$ cat config.mk
export PLATFORM = sky130hd
export DESIGN_NAME = fetch_pc_gen
export DESIGN_NICKNAME = d
export VERILOG_FILES = /design/src/rtl/riscv_fetch_pkg.sv /design/src/rtl/pred_shadow_pipe.sv /design/src/rtl/fetch_pc_gen.sv
export SDC_FILE = /design/constraint.sdc
export NUM_CORES = 1
export LEC_CHECK = 0
export ABC_AREA = 1
export BUFFER_PORTS_ARGS = -buffer_cell sky130_fd_sc_hd__buf_2
export CAP_MARGIN = 20
export CELL_PAD_IN_SITES_DETAIL_PLACEMENT = 0
export CELL_PAD_IN_SITES_GLOBAL_PLACEMENT = 1
export CORE_MARGIN = 5
export CORE_UTILIZATION = 36
export CTS_BUF_LIST = sky130_fd_sc_hd__clkbuf_2
export DETAILED_ROUTE_END_ITERATION = 10
export GPL_ROUTABILITY_DRIVEN = 0
export HOLD_SLACK_MARGIN = 0.12
export PLACE_DENSITY_LB_ADDON = 0.1
export SLEW_MARGIN = 20
export SYNTH_ARGS = -nofsm -noshare
export SYNTH_HDL_FRONTEND = slang
export SYNTH_HIERARCHICAL = 1
export SYNTH_SLANG_ARGS = --single-unit
$ cat constraint.sdc
create_clock -name clk -period 1.8 [get_ports clk]
set_input_delay 0.36 -clock clk [delete_from_list [all_inputs] [get_ports clk]]
set_output_delay 0.36 -clock clk [all_outputs]
set_load 0.02 [all_outputs]
$ cat src/rtl/riscv_fetch_pkg.sv
// Shared types for the fetch PC generator: FSM state, shadow-stage record and default boot PC.
package riscv_fetch_pkg;

    typedef enum logic [0:0] {
        StBoot  = 1'b0,
        StFetch = 1'b1
    } fetch_state_e;

    typedef struct packed {
        logic [31:0] pc;
        logic        pred;
        logic        valid;
    } shadow_stage_t;

    localparam logic [31:0] DefaultResetPc = 32'h0000_0000;
    localparam int unsigned BootCntW       = 4;

endpackage

$ cat src/rtl/pred_shadow_pipe.sv
// Two-entry shadow pipeline carrying each fetched PC and its prediction to the resolve stage.
module pred_shadow_pipe
    import riscv_fetch_pkg::*;
(
    input  logic          clk,
    input  logic          rst_n,
    input  logic          advance,
    input  logic          hold_hi,
    input  logic          bubble_lo,
    input  logic          clear,
    input  shadow_stage_t stage_in,
    output shadow_stage_t stage_2,
    output shadow_stage_t stage_3
);

    shadow_stage_t s2_q, s2_d;
    shadow_stage_t s3_q, s3_d;

    always_comb begin
        s2_d = s2_q;
        s3_d = s3_q;
        if (clear) begin
            s2_d.valid = 1'b0;
            s2_d.pred  = 1'b0;
            s3_d.valid = 1'b0;
            s3_d.pred  = 1'b0;
        end else begin
            if (advance && !hold_hi) begin
                s2_d = stage_in;
            end
            // A bubble keeps the stale PC visible but drops validity and prediction.
            if (bubble_lo) begin
                s3_d.valid = 1'b0;
                s3_d.pred  = 1'b0;
            end else if (advance) begin
                s3_d = s2_q;
            end
        end
    end

    always_ff @(posedge clk) begin
        if (!rst_n) begin
            s2_q <= '0;
            s3_q <= '0;
        end else begin
            s2_q <= s2_d;
            s3_q <= s3_d;
        end
    end

    assign stage_2 = s2_q;
    assign stage_3 = s3_q;

endmodule

$ cat src/rtl/fetch_pc_gen.sv
// Fetch PC register, boot FSM and flush/stall priority downstream of the BTB.
// Optional performance counters are built when FETCH_PERF_CNT_EN is defined.
module fetch_pc_gen
    import riscv_fetch_pkg::*;
#(
    parameter logic [31:0] RESET_PC    = DefaultResetPc,
    parameter int unsigned BOOT_CYCLES = 2
) (
    input  logic        clk,
    input  logic        rst_n,
    input  logic        memory_stall,
    input  logic        hazard_stall,
    input  logic [31:0] btb_branch_pc,
    input  logic        btb_flush,
    input  logic        btb_taken,
    output logic [31:0] pc_1,
    output logic        icache_req,
    output logic [31:0] pc_2,
    output logic        valid_2,
    output logic [31:0] pc_3,
    output logic        pred_taken_3,
    output logic        valid_3,
    output logic        squash
`ifdef FETCH_PERF_CNT_EN
    ,
    output logic [31:0] perf_fetch_cnt,
    output logic [31:0] perf_flush_cnt
`endif
);

    localparam logic [BootCntW-1:0] BootInit     = BootCntW'(BOOT_CYCLES - 1);
    localparam logic [31:0]         ResetPcAlign = {RESET_PC[31:2], 2'b00};

    fetch_state_e        state_q;
    logic [BootCntW-1:0] boot_cnt_q;
    logic [31:0]         pc_1_q;

    logic run;
    logic flush_apply;
    logic hazard_apply;
    logic advance;

    shadow_stage_t stage_in;
    shadow_stage_t stage_2;
    shadow_stage_t stage_3;

    // Flush outranks the load-use stall; a memory stall defers both.
    assign run          = (state_q == StFetch) && !memory_stall;
    assign flush_apply  = run && btb_flush;
    assign hazard_apply = run && !btb_flush && hazard_stall;
    assign advance      = run && !btb_flush && !hazard_stall;

    always_ff @(posedge clk) begin
        if (!rst_n) begin
            state_q    <= StBoot;
            boot_cnt_q <= BootInit;
            pc_1_q     <= ResetPcAlign;
        end else begin
            case (state_q)
                StBoot: begin
                    if (boot_cnt_q == '0) begin
                        state_q <= StFetch;
                    end else begin
                        boot_cnt_q <= boot_cnt_q - 1'b1;
                    end
                end
                StFetch: begin
                    if (flush_apply || advance) begin
                        pc_1_q <= {btb_branch_pc[31:2], 2'b00};
                    end
                end
                default: state_q <= StBoot;
            endcase
        end
    end

    assign stage_in = '{pc: pc_1_q, pred: btb_taken, valid: 1'b1};

    pred_shadow_pipe u_shadow (
        .clk       (clk),
        .rst_n     (rst_n),
        .advance   (advance),
        .hold_hi   (hazard_apply),
        .bubble_lo (hazard_apply),
        .clear     (flush_apply),
        .stage_in  (stage_in),
        .stage_2   (stage_2),
        .stage_3   (stage_3)
    );

    assign pc_1         = pc_1_q;
    assign icache_req   = (state_q == StFetch);
    assign pc_2         = stage_2.pc;
    assign valid_2      = stage_2.valid;
    assign pc_3         = stage_3.pc;
    assign pred_taken_3 = stage_3.pred;
    assign valid_3      = stage_3.valid;
    assign squash       = flush_apply;

    logic unused_sigs;
    assign unused_sigs = ^{btb_branch_pc[1:0], stage_2.pred};

`ifdef FETCH_PERF_CNT_EN
    logic [31:0] perf_fetch_q;
    logic [31:0] perf_flush_q;

    always_ff @(posedge clk) begin
        if (!rst_n) begin
            perf_fetch_q <= '0;
            perf_flush_q <= '0;
        end else begin
            if (advance && (perf_fetch_q != '1)) begin
                perf_fetch_q <= perf_fetch_q + 32'd1;
            end
            if (flush_apply && (perf_flush_q != '1)) begin
                perf_flush_q <= perf_flush_q + 32'd1;
            end
        end
    end

    assign perf_fetch_cnt = perf_fetch_q;
    assign perf_flush_cnt = perf_flush_q;
`endif

endmodule

* Word-level counts from Yosys, hierarchy flattened
Cells that the tools add are included.
** Operators by class
- Add/sub/neg operators :: 1
- Muxes and demuxes :: 2
- Bitwise gates (word level) :: 5
- Reductions and logical operators :: 18
** Operator list (count)
- $logic_and 1x1->1 :: 6
- $reduce_and 2->1 :: 3
- $not 1->1 :: 5
- $logic_not 1->1 :: 4
- $logic_not 4->1 :: 1
- $sub 4x1->4 const B :: 1
- $reduce_and 3->1 :: 1
- $reduce_or 3->1 :: 1
- $mux 1 :: 2
- $reduce_or 2->1 :: 1
- $logic_or 1x1->1 :: 1
** Storage, ports and cells
- Register bits :: 99
- Input bits :: 38
- Output and inout port bits :: 101
- Logic and storage cells :: 35

* Depth between registers and ports, before layout
- Depth in word-level cells :: 7
- Mapped depth :: 9

* By module
Netlist, hierarchy kept.
** By module, submodules not included
- pred_shadow_pipe :: instances 1, cells each 406, area an instance 2802.7 sq um, sequential area each 1361.3 sq um
- fetch_pc_gen :: instances 1, cells each 176, area an instance 1333.8 sq um, sequential area each 700.7 sq um

* Worst setup path before layout
OpenSTA, ideal clock, no wires.
- Path type :: register -> register
- Start :: reg state_q (netlist: icache_req)
- End :: reg u_shadow.s2_q (netlist bit u_shadow/stage_2[14])
- Arrival time :: 1643 ps
- Data required time :: 1687 ps
- Setup slack :: 44 ps
- Cell stages (with the launch flop) :: 9
- Clock period less this slack :: 1756 ps
- Cells stage by stage :: dfxtp_1 nand2_1 nor2_1 inv_2 nand3_4 buf_4 nand2_1 nand2_1 nor2_1
** Between the ends
- Elaborated cells between the ends (all ways) :: 9
- Those cells by class :: bitwise (1); reduce/logical (8)
** RTL lines
- start: declaration :: RTL line fetch_pc_gen.sv:34 : fetch_state_e state_q;
- start signal: assignment :: RTL line fetch_pc_gen.sv:55 : state_q <= StBoot;
- start signal: assignment :: RTL line fetch_pc_gen.sv:62 : state_q <= StFetch;
- start signal: assignment :: RTL line fetch_pc_gen.sv:72 : default: state_q <= StBoot;
- $logic_and 1x1->1 :: RTL line fetch_pc_gen.sv:48 : assign run = (state_q == StFetch) && !memory_stall;
- $logic_and 1x1->1 :: RTL line fetch_pc_gen.sv:49 : assign flush_apply = run && btb_flush;
- net squash :: RTL line fetch_pc_gen.sv:23 : output logic squash
- $not 1->1 (no line)
- $reduce_and 2->1 (no line)
- end signal: assignment :: RTL line pred_shadow_pipe.sv:43 : s2_q <= '0;
- end signal: assignment :: RTL line pred_shadow_pipe.sv:46 : s2_q <= s2_d;
- end: declaration :: RTL line pred_shadow_pipe.sv:16 : shadow_stage_t s2_q, s2_d;
The timed path passes the listed nets, and every way through them passes these cells.
A chain may end at the register's enable or synchronous reset.

* Final worst setup path
- Start :: reg state_q (netlist: icache_req)
- End :: out squash
** Between the ends
- Longest elaborated chain between the ends :: 2
** RTL lines (RTL line)
- $logic_and 1x1->1 :: fetch_pc_gen.sv:48
- $logic_and 1x1->1 :: fetch_pc_gen.sv:49
- end: declaration :: fetch_pc_gen.sv:23
Every way passes these cells.

==> summary.txt <==
Drt
  – Routed Antenna Nets: 0
  – Final WL: 11,500 um
  – Initial DRT Pass Iterations: 4
  – DR vias/cell: 4.40
  – Post-route DRC: 0
  – Via count: 3,914
  – Drt initial violations: 240
  – WL per Instance: 13.0 um

Logic synthesis
  – Sequential share of the synthesized area: 49.8%
  – Synthesized cell area: 4140 um2
  – Syn_area_per_cell: 7.11 um2
  – Top-area cell type share of the netlist area: 49.8%
  – EDFF count, synth: 0
  – Synth cell count leaders: nor2_1 (168), nand2_1 (115), dfxtp_1 (103)
  – Largest cells by area after synthesis: dfxtp_1 (50%), nor2_1 (15%), nand2_1 (10%)
  – Synthesized flop and latch total: 103
  – YS warnings: 6
  – Area leader, netlist: dfxtp_1
  – Number of distinct library cells after synthesis: 24
  – Most used DFF post-synth: dfxtp_1
  – Mapped Cells: 582
  – Ys async rst share: 0%
  – Most common cell in the netlist: nor2_1

Setup path
  – Crit end category: output port
  – CP Buf/Inv Count: 1
  – Worst Path Max Fanout: 3
  – Critical path type: reg2out
  – Worst path max stage delay: 0.41 ns
  – Setup slack, reg-to-reg: 0.32 ns
  – Crit start category: register
  – Crit path max-delay family: flip-flops
  – Crit-path cells: nand2_4 > nor2_4 > buf_4
  – Worst EP required: 1.44 ns
  – CP arrival: 1.30 ns
  – CP max stage cell: dfxtp_2

Cells and area
  – P&R area growth vs syn: 31.4%
  – Ant. Diodes: 0
  – Layout Utilization: 48.0%
  – Finished Layout Cells: 889
  – Nets: 780
  – Share of layout cells above drive strength 1: 24.0%

Clock network
  – Clk_lat worst skew: 0.55 ns
  – Clock transition at path regs: 0.27 ns
  – Total CTS buffers: 9
  – Root Buffer: clkbuf_2
  – CTS tree: done
  – # clock sinks: 103
  – H-tree depth: 3
  – CTS Buffer Depth: 2

Global route
  – Total GRT Usage: 17.0%
  – Total congestion overflow: 0
  – Largest net degree at the start of global routing: 38
  – Number of antenna violations at the first check in global routing: 0
  – First-pass GRT wire length: 18,200 um
  – Vias in the first global route: 3,523

Die
  – Die Wd: 117 um
  – Initial core utilization: 36.5%
  – Cell row count: 39
  – Area of the die: 13,700 um2
  – I/O Pins: 139
  – Area of the core: 11,300 um2
  – Die Y-Extent: 117 um

Timing
  – Endpoints failing setup: 0
  – Slew Limit Fails: 0
  – Slew margin rel.: 66.7%
  – Layout Skew: 0.0286 ns
  – Max Fclk: 601 MHz
  – RSZ-0062 raised after global routing: false
  – Setup TNS: 0 ns
  – Crit path time final: 1.66 ns
  – Slew @ Worst Pin: 0.498 ns
  – Final Cycle Share: 92.5%
  – Final hold viol count: 0

Power
  – P_leak: 2.84 nW
  – Net Switching: 1.96 mW
  – Combinational group share of total power: 29.7%
  – Maximum VDD drop: 0.479 mV
  – Pwr Density: 996 nW/um2
  – Sequential Power Share: 50.6%
  – Switching share of power: 36.1%
  – Post-layout power: 5.42 mW
  – Clock power frac: 19.7%
  – Int Power: 3.46 mW

Placement
  – Cells after DPL: 841
  – DPL Wire Length: 8290 um
  – PortBufs: 134

Run
  – Max cap viols: 0

Hold path
  – Hold Crit Class: in2reg

Outcome
  – Outcome: completed
-- metal layers --
layer | track usage [%] | part of all wire (%) | vias to the layer above
met3 | 3.50 | 6.1 | 10
met2 | 22.8 | 41 | 113
li1 | - | - | 2105
met5 | 0 | 0 | -
met4 | 6.42 | 1.5 | 0
met1 | 26.3 | 51 | 1686
-- sequential cells by signal, summed over array words and instances, names as in the netlist --
name              cells
pc_1                 30
icache_req            1
u_shadow/stage_2     34
u_shadow/stage_3     34
boot_cnt_q            4
-- worst register-to-register path, delay by kind of cell, from the launching register on --
family,cells,cell delay (ns)
buf+inv,3,0.46
simple gates,6,0.54
flops,1,0.40
-- what timing repair did --
item / in CTS / in global routing
pin swaps: 1 / 0
resized for setup: 4 / 2
cloned: 0 / 0
endpoints found under the setup margin: 1 / 1
buffers inserted: 1 / 0
hold endpoints to repair: 31 / 0
hold buffers: 31 / 0
-- layout make-up --
cell class | instances | area, um2
clock buffers | 10 | 50.0
multi-input cells | 399 | 1690
inverters | 45 | 169
repair buffers | 183 | 1220
clock inverters | 6 | 61.3
well taps | 143 | 179
fillers | 1193 | 5890
flip-flops and latches | 103 | 2060
-- cells by family after synthesis --
logic type,after synthesis,share of synthesized area [%]
compound gates,70,8.56
buf+inv,83,9.95
simple gates,323,31.2
fa+ha+maj,1,0.302
other cells,2,0.182
flops,103,49.8
-- metrics by stage --
| stage | setup WS (ns) | cell area [um2] | hold WS (ns) |
|---|---|---|---|
| 6_report | 0.136 | 5440 | 0.202 |
| 2_1_floorplan | 0.0442 | 4150 | 0.441 |
| 4_1_cts | 0.0448 | 5430 | 0.142 |
| 5_1_grt | 0.0108 | 5440 | 0.142 |
| 3_3_place_gp | 0.155 | 4990 | 0.446 |
| 3_5_place_dp | 0.123 | 4990 | 0.452 |
-- cells in the final DEF, fill, tap and decap left out, drive strengths merged --
cell / netlist / final
a21oi: 38 / 38
buf: 24 / 152
bufinv: 0 / 1
clkbuf: 14 / 10
clkinv: 0 / 2
clkinvlp: 0 / 3
conb: 2 / 5
dfxtp: 103 / 103
dlygate4sd3: 0 / 31
ha: 1 / 1
inv: 45 / 45
nand2: 116 / 116
nand3: 36 / 36
nand4: 1 / 1
nor2: 169 / 169
nor3: 1 / 1
o21ai: 32 / 32
-- path summary, 6_finish.rpt --
path	start	to	cells after the start
min	rst_n	pc_1[18]$_SDFFE_PN0P_	3
max reg2reg	icache_req$_SDFF_PN0_	u_shadow/stage_3[9]$_SDFFE_PN0P_	9
min reg2reg	u_shadow/stage_3[0]$_SDFFE_PP0P_	u_shadow/stage_3[0]$_SDFFE_PP0P_	2
max	icache_req$_SDFF_PN0_	squash	3
-- power groups by stage --
stage | Combinational (mW) | Clock (mW) | Sequential, mW
floorplan | 0.826 | 0 | 3.00
global placement | 1.53 | 0 | 2.77
detailed placement | 1.55 | 0 | 2.77
CTS | 1.62 | 1.13 | 2.74
global route | 1.81 | 1.22 | 2.78
finish | 1.61 | 1.07 | 2.74
Power figures use the tool's default switching activity.
